**src/rtl/alu_pkg.sv**
```systemverilog
// Shared types for the bit-serial ALU: opcode and controller state encodings.
package alu_pkg;

    typedef enum logic [1:0] {
        OP_AND = 2'b00,
        OP_OR  = 2'b01,
        OP_ADD = 2'b10,
        OP_SUB = 2'b11
    } alu_op_e;

    typedef enum logic [1:0] {
        IDLE = 2'b00,
        RUN  = 2'b01,
        DONE = 2'b10
    } alu_state_e;

    // ADD and SUB use the carry chain; AND/OR never produce carry or overflow.
    function automatic logic is_arith(input alu_op_e op);
        return (op == OP_ADD) || (op == OP_SUB);
    endfunction

endpackage

```
**src/rtl/alu_bit_slice.sv**
```systemverilog
// One-bit ALU slice. SUB arrives here as an ADD with b already inverted
// and the carry seeded to 1 by the caller, so both share the full adder.
module alu_bit_slice
    import alu_pkg::*;
(
    input  logic       a,
    input  logic       b,
    input  logic       cin,
    input  logic [1:0] s_op,
    output logic       z,
    output logic       cout
);

    // Select the slice function; carry-out only exists for the adder ops.
    always_comb begin
        z    = 1'b0;
        cout = 1'b0;
        case (alu_op_e'(s_op))
            OP_AND: z = a & b;
            OP_OR:  z = a | b;
            OP_ADD, OP_SUB: begin
                z    = a ^ b ^ cin;
                cout = (a & b) | (a & cin) | (b & cin);
            end
            default: begin
                z    = 1'b0;
                cout = 1'b0;
            end
        endcase
    end

endmodule

```
**src/rtl/alu_serial.sv**
```systemverilog
// Bit-serial WIDTH-bit ALU. Operands are consumed LSB first through a single
// slice; the carry lives in a flop between cycles. Result and flags are only
// written on the completing edge so they stay stable for the whole next run.
//
// state | meaning
// IDLE  | waiting for start
// RUN   | one result bit per edge, WIDTH edges
// DONE  | done pulse cycle; a new start is accepted here back-to-back
module alu_serial
    import alu_pkg::*;
#(
    parameter int WIDTH = 8
) (
    input  logic             clk,
    input  logic             rst_n,
    input  logic             start,
    input  logic [1:0]       op,
    input  logic [WIDTH-1:0] a,
    input  logic [WIDTH-1:0] b,
    input  logic             cin,
    output logic             busy,
    output logic             done,
    output logic [WIDTH-1:0] z,
    output logic             cout,
    output logic             zero,
    output logic             ovf
);

    localparam int CW = (WIDTH > 1) ? $clog2(WIDTH) : 1;
    localparam logic [CW-1:0] LAST = CW'(WIDTH - 1);

    alu_state_e       state;
    alu_op_e          op_r;
    logic [CW-1:0]    cnt;
    logic [WIDTH-1:0] a_sr;
    logic [WIDTH-1:0] b_sr;
    logic [WIDTH-1:0] res_sr;
    logic             carry;

    logic             slice_b;
    logic             slice_z;
    logic             slice_cout;
    logic [WIDTH-1:0] res_next;

    assign slice_b = (op_r == OP_SUB) ? ~b_sr[0] : b_sr[0];

    alu_bit_slice u_slice (
        .a    (a_sr[0]),
        .b    (slice_b),
        .cin  (carry),
        .s_op (op_r),
        .z    (slice_z),
        .cout (slice_cout)
    );

    // Shift the fresh result bit in at the MSB end; written this way so
    // WIDTH=1 needs no special case.
    always_comb begin
        res_next            = res_sr >> 1;
        res_next[WIDTH-1]   = slice_z;
    end

    // Controller, datapath registers and registered result/flags.
    always_ff @(posedge clk or negedge rst_n) begin
        if (!rst_n) begin
            state  <= IDLE;
            op_r   <= OP_AND;
            cnt    <= '0;
            a_sr   <= '0;
            b_sr   <= '0;
            res_sr <= '0;
            carry  <= 1'b0;
            busy   <= 1'b0;
            done   <= 1'b0;
            z      <= '0;
            cout   <= 1'b0;
            zero   <= 1'b0;
            ovf    <= 1'b0;
        end else begin
            done <= 1'b0;
            case (state)
                IDLE, DONE: begin
                    if (start) begin
                        a_sr  <= a;
                        b_sr  <= b;
                        op_r  <= alu_op_e'(op);
                        cnt   <= '0;
                        // SUB is a + ~b + 1, so its carry is seeded with 1.
                        case (alu_op_e'(op))
                            OP_ADD:  carry <= cin;
                            OP_SUB:  carry <= 1'b1;
                            default: carry <= 1'b0;
                        endcase
                        busy  <= 1'b1;
                        state <= RUN;
                    end else begin
                        state <= IDLE;
                    end
                end
                RUN: begin
                    a_sr   <= a_sr >> 1;
                    b_sr   <= b_sr >> 1;
                    res_sr <= res_next;
                    carry  <= slice_cout;
                    cnt    <= cnt + CW'(1);
                    if (cnt == LAST) begin
                        // carry still holds the carry into the MSB here.
                        z     <= res_next;
                        cout  <= is_arith(op_r) ? slice_cout : 1'b0;
                        zero  <= (res_next == '0);
                        ovf   <= is_arith(op_r) ? (carry ^ slice_cout) : 1'b0;
                        done  <= 1'b1;
                        busy  <= 1'b0;
                        state <= DONE;
                    end
                end
                default: begin
                    busy  <= 1'b0;
                    state <= IDLE;
                end
            endcase
        end
    end

endmodule
```
**config.mk**
```make
export PLATFORM = sky130hd
export DESIGN_NAME = alu_serial
export DESIGN_NICKNAME = d
export VERILOG_FILES = /design/src/rtl/alu_pkg.sv /design/src/rtl/alu_bit_slice.sv /design/src/rtl/alu_serial.sv
export SDC_FILE = /design/constraint.sdc
export NUM_CORES = 1
export LEC_CHECK = 0
export ABC_AREA = 1
export CAP_MARGIN = 25
export CORE_MARGIN = 2
export CORE_UTILIZATION = 55
export CTS_BUF_LIST = sky130_fd_sc_hd__clkbuf_8
export CTS_CLUSTER_DIAMETER = 30
export DETAILED_ROUTE_END_ITERATION = 7
export GPL_TIMING_DRIVEN = 0
export PLACE_DENSITY = 0.83
export SYNTH_ARGS = -nofsm -noshare
export SYNTH_HDL_FRONTEND = slang
export SYNTH_SLANG_ARGS = --single-unit
```
**constraint.sdc**
```tcl
create_clock -name clk -period 3.8 [get_ports clk]
set_clock_uncertainty 0.05 [all_clocks]
set_input_delay 0.38 -clock clk [delete_from_list [all_inputs] [get_ports clk]]
set_output_delay 0.38 -clock clk [all_outputs]
set_load 0.05 [all_outputs]
```
# --- Yosys cells after proc, flatten, opt, wreduce, memory -nomap -nowiden ---
# Index checks and enable logic that the tools add are counted.
op_classes:
  n_bitwise: 10
  n_lt_le_gt_ge: 0
  n_eq_ne: 10
  addsub: 1
  n_mux: 22
  div_mod_pow: 0
  reduce_logical: 11
  n_shift: 0
  mul: 0
ops:
  columns: ["operator", "count"]
  rows:
  - ["8-bit case mux with 2 select lines", 2]
  - ["8-bit 2-to-1 mux", 2]
  - ["2-bit equality test, second input constant", 5]
  - ["1-bit 2-to-1 mux", 10]
  - ["8-bit logical NOT", 1]
  - ["2-bit AND reduction", 4]
  - ["1-bit case mux with 2 select lines", 3]
  - ["3-bit case mux with 2 select lines", 1]
  - ["2-bit by 1-bit equality test with 1-bit output, second input constant", 2]
  - ["2-bit logical NOT", 2]
  - ["2-bit != test, second input constant", 2]
  - ["2-bit case mux with 2 select lines", 1]
  - ["2-bit OR reduction", 2]
  - ["3-bit by 1-bit adder with 3-bit output, second input constant", 1]
  - ["1-bit bitwise AND", 3]
  - ["3-bit equality test, second input constant", 1]
  - ["3-bit 2-to-1 mux", 1]
  - ["1-bit bitwise OR", 3]
  - ["1-bit case mux with 3 select lines", 1]
  - ["1-bit XOR", 3]
  - ["2-bit 2-to-1 mux", 1]
  - ["2-bit nonzero test", 1]
  - ["1-bit logical OR", 1]
  - ["1-bit NOT", 1]
word_totals:
  elab_cells: 67
  ram_bits: 0
  inputBits: 22
  out_inout_bits: 13
  memories: 0
  mem_bits_ro: 0
  latch_bits: 0
  regBits: 45

# --- Depth between registers and ports, before layout ---
# Gate-level depths: netlist of the first run.
depth:
  word_depth: 8
  depth_mapped: 9
  ltp_nobuf: 9

# --- Cells and area by module ---
# Synthesis of the first run repeated with hierarchy kept, for this count alone.
unflattened:
  hier_cells: 263
  hier_area_um2: 2098.3
modules_own_cells:
  columns: ["module", "instances", "cells_per_inst", "area_per_inst_um2", "seq_area_each_um2"]
  rows:
  - ["alu_serial", 1, 248, 2006.9, 1101.1]
  - ["alu_bit_slice", 1, 15, 91.3, 0.0]

# --- Worst setup path after synthesis of the first run ---
# Ideal clock, no wire load.
synth_path:
  path_type: "flip-flop to flip-flop"
  from: "reg op_r[1]"
  to: "reg zero"
  arrival_ps: 1367
  path_buffers: 0
  stages_incl_launch_ff: 8
  synth_period_minus_slack_ps: 1535
  setup_ps: 118
  required_time_ps: 3632
  path_slack_ps: 2265
  path_cell_list: "dfrtp_1 nand2_1 xor2_1 fa_1 nand2_1 nand2_1 nand2_1 nand2_1"
synth_via:
  elab_chain_len: 6
synth_lines:
  columns: ["item", "line_no", "rtl"]
  rows:
  - ["start, declared", "alu_serial.sv:33", "alu_op_e op_r;"]
  - ["start signal, assigned", "alu_serial.sv:86", "op_r <= alu_op_e'(op);"]
  - ["2-bit equality test", "alu_bit_slice.sv:18, alu_serial.sv:45", null]
  - ["1-bit 2-to-1 mux", "alu_serial.sv:45", "assign slice_b = (op_r == OP_SUB) ? ~b_sr[0] : b_sr[0];"]
  - ["1-bit XOR (2 in series)", "alu_bit_slice.sv:22", "z = a ^ b ^ cin;"]
  - ["1-bit case mux with 3 select lines (*)", "alu_bit_slice.sv:18", "case (alu_op_e'(s_op))"]
  - ["8-bit logical NOT (*)", "alu_serial.sv:110", "zero <= (res_next == '0);"]
  - ["end signal, assigned", "alu_serial.sv:110", null]
  - ["end, declared", "alu_serial.sv:25", "output logic zero,"]
# Every way passes the cells marked *; elsewhere a longest branch is shown, timed or not.
# A chain may end at the register's enable or synchronous reset.

# --- Worst setup path in the final report of the first run ---
layout_path:
  from: "reg cout"
  to: "out cout"
layout_rtl:
  columns: ["item", "line_no", "rtl"]
  rows:
  - ["start, declared", "alu_serial.sv:24", "output logic cout,"]
  - ["start signal, assigned", "alu_serial.sv:109", "cout <= is_arith(op_r) ? slice_cout : 1'b0;"]
# No word-level cell between the ends.

==> results.py, run 1 <==
metrics = {
    "final_layout": {
        "nets": 284,
        "regArea_um2": 1100,
        "multiInputGateArea_um2": 724,
        "stdcell_count": 303,
        "syn_to_final_growth_pct": 26.5,
        "drive_above_1_share": 0.105,
        "fin_area_um2": 2470,
        "diodes": 0,
        "nFillCells": 276,
    },
    "critical_path": {
        "start_kind": "register",
        "crit_buf_inv": 1,
        "crit_family": "buffers and inverters",
        "crit_path_max_incr_delay_ps": 820,
        "worst-path-max-fanout": 2,
        "r2r_slack_ps": 2090,
        "rr_startpoint": "op_r[1]$_DFFE_PN0P_",
        "crit_required_ps": 3370,
        "endpoint_kind": "primary output",
        "path_cells": "clkdlybuf4s50_1",
        "crit_arrival_ps": 1460,
        "crit_type": "register to primary output",
        "cpMaxStageDelayCell": "clkdlybuf4s50_1",
        "reg2reg_depth": 7,
        "reg2reg_to": "zero$_DFFE_PN0P_",
    },
    "global_route": {
        "antenna_found_initial": 0,
        "grt_pass1_vias": 1534,
        "grt_max_degree": 24,
        "track_usage": 0.213,
        "grt_pass1_wl_um": 6600,
        "overflow": 0,
    },
    "power": {
        "p_sw_mw": 0.904,
        "leakage_nw": 1.19,
        "power.share.clock": 0.148,
        "vdd_drop_max_mv": 0.440,
        "p_per_area_nw_per_um2": 846,
        "internal-power_mw": 1.19,
        "netSwitchingFraction": 0.433,
        "pwr-share-seq": 0.379,
        "pwr-share-comb": 0.473,
    },
    "clock_tree": {
        "cts_setup_buffers": 0,
        "cts_tree": "done",
        "clock-sinks": 44,
        "root_buffer": "clkbuf_8",
        "clock_path_buffers": 2,
        "postCtsHoldBufs": 0,
        "cts_max_level": 2,
        "cts.clk_slew.worst_paths_ps": 70,
        "numCtsBuffers": 5,
        "cts_resized": 0,
        "clock_latency_ps": 300,
    },
    "synth": {
        "ys_seq_area_frac": 0.564,
        "yosys.area.top_type": "dfrtp_1",
        "synth_area_leaders": "dfrtp_1 (56%), nand2_1 (16%), nand3_1 (4.1%)",
        "synth.distinct_cells": 23,
        "synth_area_um2": 1950,
        "syn_avg_cell_area_um2": 9.08,
        "synth_top_area_frac": 0.564,
        "ys_seq_elements": 44,
        "yosysWarningCount": 0,
        "synthCells": 215,
        "syn-num-nets": 242,
    },
    "min_path": {
        "hold_path.class": "input pin to async pin",
    },
    "timing": {
        "finalSetupViolCount": 0,
        "hold_viol": 0,
        "worst_slew_pin_slew_ps": 542,
        "rsz0062_at_grt": "no",
        "period_share": 0.498,
        "maxSlewHeadroom": 0.638,
        "fmax_mhz": 528,
        "finalMaxSlewViolations": 0,
        "post-route-min-period_ps": 1890,
        "setup_tns_ps": 0,
        "postLayoutSetupSlackWorst_ps": 1910,
        "whs_ps": 12.9,
    },
    "placed_design": {
        "placedInstanceArea_um2": 2370,
        "gp_congestion": 0.784,
        "dpl.hpwl_um": 2690,
        "dp_slack_ps": 2040,
        "portBuffers": 34,
        "place_inst": 296,
    },
    "floorplanning": {
        "die_y_um": 63.6,
        "row_count": 21,
        "die_area_um2": 4040,
        "ios": 35,
        "die_w_um": 63.6,
        "core_area_um2": 3360,
        "start_util": 0.581,
    },
    "drt": {
        "drtIter0Drc": 71,
        "drc_errors": 0,
        "ant_nets": 0,
        "wl_per_cell_um": 12.0,
        "drt-met1-wl_um": 1560,
        "wl_met3_um": 160,
        "wirelength_um": 3620,
        "routed-wl-met2_um": 1830,
        "top_layer_used": "met4",
        "first_pass_iters": 4,
        "avgViaCountPerCell": 5.06,
        "vias": 1532,
    },
    "run": {
        "maxCapViolCount": 0,
    },
    "outcome": {
        "status": "completed",
    },
}
[cell type report]
cell class	count	area share
clock buffer	7	0.0390
multi-input combinational	144	0.293
timing repair buffer	35	0.147
buffer	6	0.0177
inverter	21	0.0339
sequential	44	0.446
tap	46	0.0233
[power by group through the flow]
stage	clock, mW	combinational (mW)	sequential, mW
after floorplan	0	0.535	0.960
after global placement	0	0.952	0.791
after detailed placement	0	0.994	0.800
after CTS	0.316	0.999	0.793
after global routing	0.337	1.10	0.818
final	0.309	0.988	0.793
[cell families (layout without fill, tap and decap cells)]
logic type | Yosys count | after routing | share of synthesized area
simple gates | 112 | 112 | 0.247
flops | 44 | 44 | 0.564
buf+inv | 27 | 69 | 0.0653
compound gates | 26 | 26 | 0.0839
fa+ha+maj | 5 | 5 | 0.0359
xor+xnor | 1 | 1 | 0.00449
[registers in the layout, indices dropped and copies added, names as in the netlist]
register  count
res_sr        7
ovf           1
cnt           3
z             8
b_sr          8
a_sr          8
carry         1
cout          1
zero          1
state         2
done          1
busy          1
op_r          2
[synth_stat cells (all sizes together)]
library cell,count
inv,21
o21a,1
o21ai,18
buf,5
ha,4
nand2,85
nand3,16
clkbuf,1
o211ai,5
fa,1
nor2,11
xor2,1
dfrtp,44
a21oi,2
[metal layers]
metal,track usage,up-vias
li1,-,757
met1,0.251,725
met2,0.371,43
met3,0.0571,7
met4,0.0815,0
met5,0,-
[placed cells by master, fill, tap and decap left out, drive strengths merged]
cell / netlist / layout
a21oi: 2 / 2
buf: 5 / 7
clkbuf: 1 / 8
clkdlybuf4s50: 0 / 33
dfrtp: 44 / 44
fa: 1 / 1
ha: 4 / 4
inv: 21 / 21
nand2: 85 / 85
nand3: 16 / 16
nor2: 11 / 11
o211ai: 5 / 5
o21a: 1 / 1
o21ai: 18 / 18
xor2: 1 / 1
[metrics by stage]
stage	utilization	total power [mW]
finish	0.734	2.09
global route	0.734	2.25
CTS	0.734	2.11
detailed placement	0.706	1.79
global placement	0.699	1.74
floorplan	-	1.50
[how the worst max path moves through the flow]
stage                              from                  end  slack, ps  cells after the start
finish                 cout$_DFFE_PN0P_                 cout       1910                      1
global route           cout$_DFFE_PN0P_                 cout       1840                      1
CTS                    cout$_DFFE_PN0P_                 cout       1890                      1
detailed placement                start  a_sr[5]$_DFFE_PN0P_       2040                      6
global placement                  rst_n   cnt[1]$_DFFE_PN0P_       1170                      1
floorplan           op_r[1]$_DFFE_PN0P_     zero$_DFFE_PN0P_       2260                      7
Power figures use the tool's default switching activity.
==> run 2, diff against run 1 <==
--- a/config.mk
+++ b/config.mk
@@ -8,12 +8,12 @@
 export ABC_AREA = 1
 export CAP_MARGIN = 25
 export CORE_MARGIN = 2
-export CORE_UTILIZATION = 55
+export CORE_UTILIZATION = 54
 export CTS_BUF_LIST = sky130_fd_sc_hd__clkbuf_8
 export CTS_CLUSTER_DIAMETER = 30
 export DETAILED_ROUTE_END_ITERATION = 7
 export GPL_TIMING_DRIVEN = 0
-export PLACE_DENSITY = 0.83
+export PLACE_DENSITY = 0.82
 export SYNTH_ARGS = -nofsm -noshare
 export SYNTH_HDL_FRONTEND = slang
 export SYNTH_SLANG_ARGS = --single-unit
==> constraint.sdc (replaced) <==
create_clock -name clk -period 1.9 [get_ports clk]
set_clock_uncertainty 0.05 [all_clocks]
set_input_delay 0.19 -clock clk [delete_from_list [all_inputs] [get_ports clk]]
set_output_delay 0.19 -clock clk [all_outputs]
set_load 0.05 [all_outputs]
==> run 2 against run 1 <==
Compared with the run above:
- design area stayed put
- worst setup slack got worse by 1700 ps
- cell count grew 0.66%
- first-iteration DRC count grew 18%
- wire length shrank 3.8%
- largest power group unchanged
==> results.py, run 2 (synthesis gave the netlist of run 1 again) <==
metrics = {
    "outcome": {
        "status": "completed",
    },
    "floorplanning": {
        "ios": 35,
        "die_area_um2": 4110,
        "die_y_um": 64.1,
        "row_count": 21,
        "start_util": 0.572,
        "core_area_um2": 3420,
        "die_w_um": 64.1,
    },
    "timing": {
        "post-route-min-period_ps": 1710,
        "rsz0062_at_grt": "no",
        "fmax_mhz": 586,
        "period_share": 0.898,
        "whs_ps": 308,
        "finalMaxSlewViolations": 0,
        "finalSetupViolCount": 0,
        "hold_viol": 0,
        "maxSlewHeadroom": 0.670,
        "worst_slew_pin_slew_ps": 494,
    },
    "critical_path": {
        "worst-path-max-fanout": 2,
        "reg2reg_depth": 7,
        "rr_startpoint": "op_r[1]$_DFFE_PN0P_",
        "reg2reg_to": "zero$_DFFE_PN0P_",
        "crit_family": "buffers and inverters",
        "crit_buf_inv": 1,
        "crit_arrival_ps": 1470,
        "start_kind": "register",
        "endpoint_kind": "primary output",
        "crit_path_max_incr_delay_ps": 810,
        "cpMaxStageDelayCell": "clkdlybuf4s50_1",
        "path_cells": "clkdlybuf4s50_1",
        "crit_type": "register to primary output",
        "cp.depth": 1,
        "crit_required_ps": 1660,
        "r2r_slack_ps": 210,
    },
    "power": {
        "vdd_drop_max_mv": 0.710,
        "leakage_nw": 1.19,
        "p_per_area_nw_per_um2": 1670,
    },
    "clock_tree": {
        "cts_max_level": 2,
        "cts_resized": 0,
        "cts_tree": "done",
        "clock_latency_ps": 290,
        "numCtsBuffers": 5,
        "clock_path_buffers": 2,
        "root_buffer": "clkbuf_8",
        "cts.clk_slew.worst_paths_ps": 80,
        "clock-sinks": 44,
    },
    "placed_design": {
        "place_inst": 296,
        "gp_congestion": 0.806,
        "placedInstanceArea_um2": 2370,
        "dpl.hpwl_um": 2560,
        "portBuffers": 34,
    },
    "final_layout": {
        "syn_to_final_growth_pct": 26.5,
        "reg_top3": "a_sr: 8 flops, b_sr: 8 flops, z: 8 flops",
        "diodes": 0,
        "nFillCells": 280,
        "utilization": 0.723,
        "nets": 285,
        "fin_area_um2": 2470,
        "stdcell_count": 305,
        "final_cell_mix": "nand2_1 (82), dfrtp_1 (44), clkdlybuf4s50_1 (33)",
        "drive_above_1_share": 0.104,
        "final_common_cell": "nand2_1",
    },
    "drt": {
        "drc_errors": 0,
        "vias": 1518,
        "avgViaCountPerCell": 4.98,
        "ant_nets": 0,
        "wirelength_um": 3490,
        "drtIter0Drc": 84,
        "wl_per_cell_um": 11.4,
        "first_pass_iters": 4,
    },
    "global_route": {
        "overflow": 0,
        "track_usage": 0.208,
        "antenna_found_initial": 0,
        "grt_pass1_vias": 1546,
        "grt_pass1_wl_um": 6560,
        "grt_max_degree": 27,
    },
    "run": {
        "maxCapViolCount": 0,
    },
    "min_path": {
        "hold_path.class": "input pin to async pin",
    },
}
==> run 2: cell types whose count changed in the layout (fill, tap and decap cells not counted), sizes merged <==
cell,before,now
clkinvlp,0,1
clkbuf,8,7
inv,21,22
dlygate4sd3,0,1
==> run 2: how the worst max path moves through the flow <==
stage | startpoint | to | slack, ps
after floorplan | op_r[1]$_DFFE_PN0P_ | zero$_DFFE_PN0P_ | 360
after global placement | rst_n | busy$_DFFE_PN0P_ | -510
after detailed placement | op_r[1]$_DFFE_PN0P_ | zero$_DFFE_PN0P_ | 210
after CTS | z[7]$_DFFE_PN0P_ | z[7] | 180
after global routing | op_r[1]$_DFFE_PN0P_ | zero$_DFFE_PN0P_ | 80
final | z[7]$_DFFE_PN0P_ | z[7] | 190
==> run 2: per-stage QoR <==
stage	power, mW	setup slack, ps	setup TNS (ps)
global placement	3.49	-510	-22380
global route	4.51	75.2	0
detailed placement	3.57	214	0
floorplan	2.99	365	0
CTS	4.18	183	0
finish	4.13	195	0
==> run 2: cell type report <==
cell class / count / area [µm²] / area share
timing repair buffer: 36 / 365 / 0.148
multi-input combinational: 144 / 724 / 0.293
sequential: 44 / 1100 / 0.446
clock buffer: 6 / 82.6 / 0.0334
buffer: 6 / 43.8 / 0.0177
clock inverter: 2 / 11.3 / 0.00456
inverter: 21 / 83.8 / 0.0339
tap: 46 / 57.6 / 0.0233
==> run 2: repair_timing <==
action | CTS | global route
endpoints found under the hold margin | 18 | 0
buffers inserted | 0 | 0
hold buffers | 1 | 0
==> run 2: power by group <==
part           switching, mW  internal [mW]  leakage [nW]  total, mW
Combinational           1.25          0.695         0.582       1.95
Sequential             0.242           1.35         0.557       1.59
Clock                  0.310          0.290        0.0486      0.600
Total                   1.80           2.33          1.19       4.13
==> run 2: per-layer routing <==
metal  share of wire  routed length, µm  global-route usage  up-vias
met5               0                  0                   0        -
met4           0.015                 54              0.0718        0
li1                -                  -                   -      756
met2            0.49               1700               0.368       41
met1            0.45               1580               0.246      715
met3           0.046                159              0.0528        6
